### config.mk
export PLATFORM = sky130hd
export DESIGN_NAME = lif_cell_array
export DESIGN_NICKNAME = d
export VERILOG_FILES = /design/src/rtl/lif_cell_array.sv
export SDC_FILE = /design/constraint.sdc
export NUM_CORES = 1
export LEC_CHECK = 0
export ABC_AREA = 0
export CAP_MARGIN = 20
export CORE_UTILIZATION = 50
export DETAILED_ROUTE_END_ITERATION = 8
export PLACE_DENSITY = 0.76
export SKIP_CTS_REPAIR_TIMING = 1
export SYNTH_ARGS = -nofsm -noshare
export SYNTH_HDL_FRONTEND = slang
export SYNTH_SLANG_ARGS = --single-unit
export TNS_END_PERCENT = 50
### constraint.sdc
create_clock -name clk -period 8.3 [get_ports clk]
set_input_delay 1.245 -clock clk [delete_from_list [all_inputs] [get_ports clk]]
set_output_delay 1.245 -clock clk [all_outputs]
set_load 0.05 [all_outputs]
### src/rtl/lif_cell_array.sv
// rtl/lif_cell_array.sv - leaky integrate-and-fire cell with popcount excitation,
// refractory hold and LFSR-broken tie on the winning neighbour port.
module lif_cell_array #(
    parameter int          NIN       = 4,
    parameter int          W         = 4,
    parameter int          ACC_W     = 8,
    parameter int          THRESH    = 16,
    parameter int          LEAK      = 1,
    parameter int          REFRAC    = 3,
    parameter logic [15:0] LFSR_SEED = 16'hACE1
) (
    input  logic                     clk,
    input  logic                     rst_n,
    input  logic                     ena,
    input  logic [NIN*W-1:0]         in_bus,
    output logic                     spike,
    output logic [$clog2(NIN)-1:0]   spike_port,
    output logic [ACC_W-1:0]         acc,
    output logic                     refractory,
    output logic [7:0]               spike_count
);

    localparam int PW  = $clog2(W + 1);
    localparam int EW  = $clog2(NIN * W + 1);
    localparam int NW  = ACC_W + $clog2(NIN * W) + 1;
    localparam int SPW = $clog2(NIN);
    localparam int RW  = (REFRAC > 0) ? $clog2(REFRAC + 1) : 1;

    localparam logic signed [NW-1:0] ACC_MAX  = NW'((1 << ACC_W) - 1);
    localparam logic signed [NW-1:0] LEAK_V   = NW'(LEAK);
    localparam logic [ACC_W-1:0]     THR      = ACC_W'(THRESH);
    localparam logic [RW-1:0]        REFRAC_V = RW'(REFRAC);

    logic [15:0]             lfsr;
    logic [RW-1:0]           rcnt;
    logic [PW-1:0]           pcnt [NIN];
    logic [PW-1:0]           best;
    logic [EW-1:0]           exc;
    logic [SPW-1:0]          win;
    logic signed [NW-1:0]    sum;
    logic [ACC_W-1:0]        nxt;
    logic                    fire;

    // Strict '>' keeps the lowest tied port; '>=' (lfsr[0]=1) lets later ties win.
    always_comb begin
        exc  = '0;
        win  = '0;
        best = '0;
        for (int i = 0; i < NIN; i++) begin
            pcnt[i] = '0;
            for (int b = 0; b < W; b++) begin
                pcnt[i] = pcnt[i] + PW'(in_bus[i*W + b]);
            end
            exc = exc + EW'(pcnt[i]);
            if ((pcnt[i] > best) || (lfsr[0] && (pcnt[i] == best))) begin
                best = pcnt[i];
                win  = SPW'(i);
            end
        end
    end

    always_comb begin
        sum = $signed({{(NW-ACC_W){1'b0}}, acc})
            + $signed({{(NW-EW){1'b0}}, exc})
            - LEAK_V;
        if (sum < 0) begin
            nxt = '0;
        end else if (sum > ACC_MAX) begin
            nxt = '1;
        end else begin
            nxt = sum[ACC_W-1:0];
        end
        fire = (nxt >= THR);
    end

    assign refractory = (rcnt != '0);

    always_ff @(posedge clk or negedge rst_n) begin
        if (!rst_n) begin
            lfsr <= LFSR_SEED;
        end else begin
            lfsr <= {lfsr[14:0], lfsr[15] ^ lfsr[13] ^ lfsr[12] ^ lfsr[10]};
        end
    end

    always_ff @(posedge clk or negedge rst_n) begin
        if (!rst_n) begin
            acc         <= '0;
            spike       <= 1'b0;
            spike_port  <= '0;
            rcnt        <= '0;
            spike_count <= '0;
        end else begin
            spike <= 1'b0;
            if (ena) begin
                if (rcnt != '0) begin
                    rcnt <= rcnt - 1'b1;
                    acc  <= '0;
                end else if (fire) begin
                    acc         <= '0;
                    spike       <= 1'b1;
                    spike_port  <= win;
                    rcnt        <= REFRAC_V;
                    spike_count <= spike_count + 8'd1;
                end else begin
                    acc <= nxt;
                end
            end
        end
    end

endmodule

==> metrics.txt, run 1 <==
# TYPE chip_impl_metric gauge
chip_impl_info{name="setup.worst_path.start_class",value="primary input"} 1
chip_impl_metric{name="largest_net_degree_at_the_start_of_global_routing",unit=""} 38
chip_impl_metric{name="maximum_clock_frequency",unit="MHz"} 143
chip_impl_info{name="clock_tree_from_tritoncts",value="built"} 1
chip_impl_metric{name="timing.final.crit_period",unit="ns"} 7.01
chip_impl_metric{name="finalHoldViolations",unit=""} 0
chip_impl_metric{name="die-width",unit="microns"} 76.6
chip_impl_metric{name="synth_enable_flop_cells",unit=""} 0
chip_impl_metric{name="synth_seq_area_share",unit="%"} 33.6
chip_impl_metric{name="design.die.area",unit="sq um"} 5870
chip_impl_metric{name="gpl.final_weighted_congestion",unit=""} 0.820
chip_impl_metric{name="syn-cell-area",unit="sq um"} 2780
chip_impl_info{name="rsz0062_at_grt",value="no"} 1
chip_impl_metric{name="relSlewSlack",unit="%"} 44.2
chip_impl_metric{name="initial_core_utilization",unit="%"} 53.1
chip_impl_info{name="synth.area.top_cells",value="dfrtp_1 (26%), ha_1 (18%), fa_1 (9.4%)"} 1
chip_impl_metric{name="layoutNonFillerInstCount",unit=""} 374
chip_impl_metric{name="synthArstFlopShare",unit="%"} 100
chip_impl_metric{name="powerDensity",unit="nW/um^2"} 279
chip_impl_metric{name="final_nets",unit=""} 374
chip_impl_metric{name="cts_max_level",unit=""} 2
chip_impl_metric{name="drt_first_pass_iters",unit=""} 4
chip_impl_metric{name="clk_transition_reported_paths",unit="ns"} 0.07
chip_impl_metric{name="required_time_of_the_worst_setup_path",unit="ns"} 8.48
chip_impl_metric{name="grt_usage",unit="%"} 18.9
chip_impl_metric{name="die_h",unit="microns"} 76.6
chip_impl_info{name="ys_top_cells_by_count",value="inv_1 (52), ha_1 (39), dfrtp_1 (29)"} 1
chip_impl_info{name="timing.rr.end",value="spike_count[1]$_DFFE_PN0P_"} 1
chip_impl_metric{name="globalRoute.totalOverflow",unit=""} 0
chip_impl_metric{name="grt_pass1_vias",unit=""} 1887
chip_impl_metric{name="synth-warning-count",unit=""} 0
chip_impl_info{name="cts.root.buffer_cell",value="clkbuf_8"} 1
chip_impl_metric{name="synth_seq_cells",unit=""} 37
chip_impl_metric{name="grt_pass1_wl",unit="mm"} 8.75
chip_impl_metric{name="drive_above_1_share",unit="%"} 12.5
chip_impl_metric{name="layout_setup_ws",unit="ns"} 1.29
chip_impl_info{name="timing.critical_path.max_delay_family",value="adder cells"} 1
chip_impl_metric{name="final-setup-viol-count",unit=""} 0
chip_impl_metric{name="syn-mean-instance-area",unit="sq um"} 10.7
chip_impl_metric{name="clkLatencyLatePin",unit="ns"} 0.29
chip_impl_metric{name="reg2reg_setup_slack",unit="ns"} 3.44
chip_impl_metric{name="leakage",unit="nW"} 1.56
chip_impl_metric{name="totalNegativeSetupSlack",unit="ns"} 0
chip_impl_info{name="path_common_cell",value="fa_1"} 1
chip_impl_metric{name="dpl.hpwl",unit="mm"} 4.04
chip_impl_info{name="main_flop_type_after_synthesis",value="dfrtp_1"} 1
chip_impl_metric{name="grt_antenna_before_repair",unit=""} 0
chip_impl_metric{name="post_drt_wl_per_cell",unit="microns"} 13.6
chip_impl_metric{name="wl",unit="mm"} 5.09
chip_impl_metric{name="dpl.cell_count",unit=""} 366
chip_impl_metric{name="number_of_buffers_added_by_the_clock_tree_synthesis_step",unit=""} 5
chip_impl_metric{name="io-pin-count",unit=""} 39
chip_impl_metric{name="post-synth-top-area-fraction",unit="%"} 26.1
chip_impl_metric{name="std_cell_rows",unit=""} 26
chip_impl_metric{name="areaGrowthSynthToFinish",unit="%"} 20.5
chip_impl_info{name="r2r-start",value="acc[2]$_DFFE_PN0P_"} 1
chip_impl_metric{name="dr_total_vias",unit=""} 1987
chip_impl_metric{name="syn-instance-count",unit=""} 260
chip_impl_metric{name="max_cap_viol_count",unit=""} 0
chip_impl_metric{name="buf_inv_stages_crit_path",unit=""} 5
chip_impl_metric{name="antenna_left",unit=""} 0
chip_impl_metric{name="layout_worst_path_cycle_share",unit="%"} 84.5
chip_impl_metric{name="worst_hold_path.num_cells",unit=""} 0
chip_impl_metric{name="antennaDiodeCount",unit=""} 0
chip_impl_info{name="setup.worst_path.class",value="primary input to flip-flop"} 1
chip_impl_metric{name="clockBufferDepth",unit=""} 2
chip_impl_info{name="hp-start",value="lfsr[8]$_DFF_PN0_"} 1
chip_impl_metric{name="slew_viol_final",unit=""} 0
chip_impl_metric{name="drt_iter0_drc",unit=""} 83
chip_impl_info{name="min_to",value="lfsr[9]$_DFF_PN0_"} 1
chip_impl_info{name="holdCritPathClass",value="flip-flop to flip-flop"} 1
chip_impl_info{name="end_kind",value="flip-flop"} 1
chip_impl_metric{name="timing.critical_path.fanout_max",unit=""} 12
chip_impl_metric{name="cp_slowest_stage_delay",unit="ns"} 0.77
chip_impl_metric{name="post-route-drc-count",unit=""} 0
chip_impl_metric{name="port_buffers",unit=""} 38
chip_impl_metric{name="reg2reg_depth",unit=""} 15
chip_impl_metric{name="max_slew.worst_pin.slew",unit="ns"} 0.831
chip_impl_metric{name="cts_num_sinks",unit=""} 37
chip_impl_metric{name="core-area",unit="sq um"} 5240
chip_impl_info{name="synth_largest_area_cell",value="dfrtp_1"} 1
chip_impl_metric{name="pre_cts_ws",unit="ns"} 0.996
chip_impl_metric{name="fillers",unit=""} 414
chip_impl_info{name="synth_most_common_cell",value="inv_1"} 1
chip_impl_metric{name="post_detailed_route_via_to_cell_ratio",unit=""} 5.31
chip_impl_metric{name="finalHoldWorstSlack",unit="ns"} 0.356
chip_impl_info{name="crit_path_cell_trace",value="clkdlybuf4s50_1 > inv_1 > fa_1 > inv_1 > ha_1 > ha_1 > inv_1 > fa_1 > fa_1 > fa_1 > inv_1 > ha_1 > fa_1 > a211oi_1 > nor3_1 > or3b_4 > nor4_4 > nor2_2 > mux2_4"} 1
chip_impl_metric{name="postSynthNetCount",unit=""} 331
chip_impl_metric{name="arrival",unit="ns"} 7.19
chip_impl_info{name="critical_path.slowest_cell",value="nor4_4"} 1
chip_impl_metric{name="timing.clock.skew",unit="ns"} 0.00454
chip_impl_info{name="run_status",value="complete, no violations"} 1
chip_impl_metric{name="number_of_distinct_library_cells_after_synthesis",unit=""} 52
chip_impl_metric{name="max-vdd-ir-drop",unit="uV"} 139
## kinds of logic (layout without fill, tap and decap cells)
kind of cell / count (synthesis) / count (layout) / synth area share (%)
AO/OA/AOI/OAI: 48 / 48 / 14.1
multiplexers: 7 / 7 / 2.74
adder cells (fa/ha/maj): 52 / 52 / 26.9
XOR/XNOR: 10 / 10 / 3.15
buffers and inverters: 55 / 99 / 7.69
flip-flops: 37 / 37 / 33.6
AND/OR/NAND/NOR: 51 / 51 / 11.8
## worst max-delay path by stage
stage	start	to	slack, ns	cells after the start
final	in_bus[0]	spike_count[1]$_DFFE_PN0P_	1.29	19
after CTS	in_bus[0]	spike_count[1]$_DFFE_PN0P_	1.29	19
after detailed placement	in_bus[0]	spike_count[1]$_DFFE_PN0P_	1.0	19
after global placement	in_bus[0]	spike_count[1]$_DFFE_PN0P_	1.15	19
after global routing	in_bus[0]	spike_count[1]$_DFFE_PN0P_	1.00	19
after floorplan	in_bus[0]	spike_count[4]$_DFFE_PN0P_	2.17	19
## where the power goes
group | internal [mW] | switching (mW) | total [mW]
registers | 0.202 | 0.0206 | 0.223
clock network | 0.0900 | 0.0667 | 0.157
logic | 0.230 | 0.325 | 0.556
total | 0.522 | 0.413 | 0.935
## layout by cell type (no fill, tap or decap), types with 5 or more instances in the layout
cell type and instances:
mux2i_1 5, nand3_1 5, nand2_1 6, dfstp_2 8
dfrtp_1 29, ha_1 39, inv_1 52, xor2_1 8
a21oi_1 8, fa_1 13, clkdlybuf4s50_1 38, nor2_1 12
clkbuf_8 5, o21ai_0 6
## worst reg2reg max path, delay by kind of cell, from the launching register on
kind	cells	cell delay, ns
flops	1	0.36
buf+inv	4	0.23
mux	1	0.33
fa+ha+maj	5	2.01
compound gates	1	0.35
simple gates	4	1.48
## layer usage
metal  vias up  GRT usage [%]  share of wire, %
met5         -              0                 0
met4         0           6.54               1.5
met3         8           2.87               3.6
met2        48           29.5                46
met1       949           26.8                49
li1        982              -                 -
## metrics by stage
stage          instance area, sq um  utilization [%]  power (mW)
2_1_floorplan                  2780                -       0.651
3_3_place_gp                   3240             61.8       0.772
3_5_place_dp                   3240             61.8       0.778
4_1_cts                        3350             64.0       0.939
5_1_grt                        3350             64.0        1.01
6_report                       3350             64.0       0.935
## state kept, by name, summed over array words and instances (netlist names)
signal	cells
lfsr	16
spike_port	2
spike_count	8
rcnt	2
spike	1
acc	8
## layout make-up
cell class / instances / area, sq um / area share [%]
clock inverters: 3 / 43.8 / 1.31
inverters: 52 / 195 / 5.82
clock buffers: 5 / 68.8 / 2.05
flip-flops and latches: 37 / 936 / 27.9
well taps: 70 / 87.6 / 2.61
multi-input cells: 168 / 1630 / 48.7
repair buffers: 39 / 388 / 11.6
No activity file was read; power rests on OpenSTA's default activity.
==> run 2, diff against run 1 <==
--- a/config.mk
+++ b/config.mk
@@ -9,7 +9,7 @@
 export CAP_MARGIN = 20
 export CORE_UTILIZATION = 50
 export DETAILED_ROUTE_END_ITERATION = 8
-export PLACE_DENSITY = 0.76
+export PLACE_DENSITY = 0.79
 export SKIP_CTS_REPAIR_TIMING = 1
 export SYNTH_ARGS = -nofsm -noshare
 export SYNTH_HDL_FRONTEND = slang
==> constraint.sdc (replaced) <==
create_clock -name clk -period 6.2 [get_ports clk]
set_input_delay 0.93 -clock clk [delete_from_list [all_inputs] [get_ports clk]]
set_output_delay 0.93 -clock clk [all_outputs]
set_load 0.05 [all_outputs]
==> metrics.txt, run 2 (synthesis results as in run 1) <==
# TYPE chip_impl_metric gauge
chip_impl_metric{name="arrival",unit="ns"} 6.16
chip_impl_metric{name="slew_viol_final",unit=""} 0
chip_impl_metric{name="post-route-drc-count",unit=""} 0
chip_impl_info{name="run_status",value="complete, no violations"} 1
chip_impl_info{name="clock_tree_from_tritoncts",value="built"} 1
chip_impl_metric{name="grt_antenna_before_repair",unit=""} 0
chip_impl_metric{name="core-area",unit="sq um"} 5240
chip_impl_metric{name="timing.final.crit_period",unit="ns"} 5.97
chip_impl_metric{name="layout_worst_path_cycle_share",unit="%"} 96.3
chip_impl_metric{name="gpl.final_weighted_congestion",unit=""} 0.821
chip_impl_metric{name="drt_first_pass_iters",unit=""} 4
chip_impl_metric{name="timing.critical_path.fanout_max",unit=""} 3
chip_impl_metric{name="grt_usage",unit="%"} 20.5
chip_impl_metric{name="std_cell_rows",unit=""} 26
chip_impl_info{name="most-common-layout-cells",value="inv_1 (52), ha_1 (39), clkdlybuf4s50_1 (37)"} 1
chip_impl_metric{name="reg2reg_depth",unit=""} 16
chip_impl_metric{name="cp_slowest_stage_delay",unit="ns"} 0.53
chip_impl_metric{name="grt_pass1_wl",unit="mm"} 9.57
chip_impl_metric{name="power.combinational.fraction",unit="%"} 64.2
chip_impl_metric{name="largest_net_degree_at_the_start_of_global_routing",unit=""} 38
chip_impl_metric{name="totalNegativeSetupSlack",unit="ns"} 0
chip_impl_metric{name="io-pin-count",unit=""} 39
chip_impl_metric{name="die-width",unit="microns"} 76.6
chip_impl_metric{name="relSlewSlack",unit="%"} 47.2
chip_impl_info{name="timing.rr.end",value="rcnt[0]$_DFFE_PN0P_"} 1
chip_impl_metric{name="post_detailed_route_via_to_cell_ratio",unit=""} 5.20
chip_impl_metric{name="initial_core_utilization",unit="%"} 53.1
chip_impl_info{name="end_kind",value="flip-flop"} 1
chip_impl_info{name="crit_path_cell_trace",value="clkdlybuf4s50_1 > inv_1 > fa_1 > inv_1 > ha_1 > ha_1 > buf_4 > inv_1 > ha_1 > a211o_1 > o211ai_1 > buf_4 > mux2i_2 > ha_1 > a211o_1 > o211ai_1 > mux2_2 > ha_1 > nand2b_1 > a31oi_1 > a41oi_2 > mux2i_1 > and3_1 > o41ai_1"} 1
chip_impl_metric{name="port_buffers",unit=""} 38
chip_impl_metric{name="clkLatencyLatePin",unit="ns"} 0.29
chip_impl_info{name="cts.root.buffer_cell",value="clkbuf_8"} 1
chip_impl_metric{name="die_h",unit="microns"} 76.6
chip_impl_metric{name="cts_max_level",unit=""} 2
chip_impl_metric{name="power_report.internal_total",unit="mW"} 0.747
chip_impl_metric{name="reg2reg_setup_slack",unit="ns"} 2.07
chip_impl_metric{name="finalHoldViolations",unit=""} 0
chip_impl_metric{name="fraction_of_power_consumed_by_the_clock_network",unit="%"} 13.5
chip_impl_metric{name="final-setup-viol-count",unit=""} 0
chip_impl_metric{name="switching_share",unit="%"} 44.1
chip_impl_metric{name="max_cap_viol_count",unit=""} 0
chip_impl_metric{name="clk_transition_reported_paths",unit="ns"} 0.08
chip_impl_metric{name="dpl.hpwl",unit="mm"} 4.31
chip_impl_metric{name="worst_hold_path.num_cells",unit=""} 0
chip_impl_metric{name="clockBufferDepth",unit=""} 2
chip_impl_metric{name="cts_num_sinks",unit=""} 37
chip_impl_metric{name="drive_above_1_share",unit="%"} 18.7
chip_impl_metric{name="dr_total_vias",unit=""} 2034
chip_impl_info{name="hp-start",value="lfsr[8]$_DFF_PN0_"} 1
chip_impl_info{name="path_common_cell",value="ha_1"} 1
chip_impl_info{name="largest-register",value="lfsr"} 1
chip_impl_metric{name="leakage",unit="nW"} 1.64
chip_impl_metric{name="p_sw",unit="mW"} 0.589
chip_impl_metric{name="max_slew.worst_pin.slew",unit="ns"} 0.792
chip_impl_metric{name="number_of_buffers_added_by_the_clock_tree_synthesis_step",unit=""} 5
chip_impl_metric{name="antennaDiodeCount",unit=""} 0
chip_impl_metric{name="layoutNonFillerInstCount",unit=""} 391
chip_impl_metric{name="antenna_left",unit=""} 0
chip_impl_metric{name="drt-met1-wl",unit="mm"} 2.60
chip_impl_metric{name="wl",unit="mm"} 5.57
chip_impl_metric{name="max-vdd-ir-drop",unit="uV"} 204
chip_impl_metric{name="largest_register_ffs",unit=""} 16
chip_impl_metric{name="finalPower",unit="mW"} 1.34
chip_impl_metric{name="dpl.cell_count",unit=""} 382
chip_impl_metric{name="wl_met3",unit="microns"} 221
chip_impl_info{name="layout_commonest_cell",value="inv_1"} 1
chip_impl_info{name="critical_path.slowest_cell",value="fa_1"} 1
chip_impl_info{name="setup.worst_path.start_class",value="primary input"} 1
chip_impl_info{name="r2r-start",value="acc[2]$_DFFE_PN0P_"} 1
chip_impl_metric{name="drt_iter0_drc",unit=""} 116
chip_impl_info{name="largest_registers",value="lfsr: 16 flops, acc: 8 flops, spike_count: 8 flops"} 1
chip_impl_metric{name="grt_pass1_vias",unit=""} 2118
chip_impl_metric{name="required_time_of_the_worst_setup_path",unit="ns"} 6.38
chip_impl_info{name="holdCritPathClass",value="flip-flop to flip-flop"} 1
chip_impl_info{name="highest_layer",value="met4"} 1
chip_impl_metric{name="maximum_clock_frequency",unit="MHz"} 167
chip_impl_metric{name="sequentialPowerShare",unit="%"} 22.4
chip_impl_metric{name="areaGrowthSynthToFinish",unit="%"} 25.6
chip_impl_info{name="setup.worst_path.class",value="primary input to flip-flop"} 1
chip_impl_metric{name="globalRoute.totalOverflow",unit=""} 0
chip_impl_metric{name="powerDensity",unit="nW/um^2"} 382
chip_impl_metric{name="design.die.area",unit="sq um"} 5870
chip_impl_metric{name="timing.clock.skew",unit="ns"} 0.00457
chip_impl_metric{name="post_drt_wl_per_cell",unit="microns"} 14.2
chip_impl_metric{name="wl_met2",unit="mm"} 2.71
chip_impl_metric{name="final_nets",unit=""} 391
chip_impl_info{name="min_to",value="lfsr[9]$_DFF_PN0_"} 1
==> run 2: stage by stage <==
step           setup WS, ns  hold WS [ns]  util, %  area (sq um)
6_report              0.228         0.353     66.7          3490
5_1_grt             -0.0569         0.371     66.7          3490
4_1_cts              0.0835         0.354     65.9          3450
3_5_place_dp         -0.164         0.338     64.0          3350
3_3_place_gp        -0.0827         0.339     64.0          3350
2_1_floorplan         0.385         0.331        -          2780
==> run 2: power by group through the flow <==
stage               logic (mW)  registers (mW)  clock network (mW)
CTS                      0.827           0.298               0.181
global route             0.945           0.303               0.195
global placement         0.790           0.301                   0
floorplan                0.500           0.371                   0
detailed placement       0.822           0.302                   0
finish                   0.858           0.299               0.180
==> run 2: per-layer routing <==
metal / track usage, % / up-vias
met1: 28.0 / 975
met4: 5.77 / 0
met2: 33.1 / 45
met5: 0 / -
met3: 3.83 / 4
li1: - / 1010
==> run 2: how the worst max path moves through the flow <==
stage / start / endpoint / slack (ns)
after global routing: in_bus[0] / spike_port[0]$_DFFE_PN0P_ / -0.06
final: in_bus[0] / spike_port[0]$_DFFE_PN0P_ / 0.23
after detailed placement: in_bus[0] / spike_count[4]$_DFFE_PN0P_ / -0.16
after CTS: in_bus[0] / spike_count[4]$_DFFE_PN0P_ / 0.08
after global placement: in_bus[0] / spike_count[4]$_DFFE_PN0P_ / -0.08
after floorplan: in_bus[0] / spike_count[4]$_DFFE_PN0P_ / 0.38
==> run 2: worst max-delay path: cells and delay by family <==
kind | cells | cell delay [ns]
AOI/OAI and AO/OA | 7 | 1.38
muxes | 3 | 0.72
and+or+nand+nor | 2 | 0.33
adders and majority gates | 6 | 1.89
buffers and inverters | 6 | 0.90
==> run 2: final cells by class <==
class	count	area, sq um
inverters	52	195
repair buffers	56	514
multi-input cells	168	1670
clock buffers	6	82.6
clock inverters	2	13.8
fillers	398	1740
flip-flops and latches	37	936
well taps	70	87.6
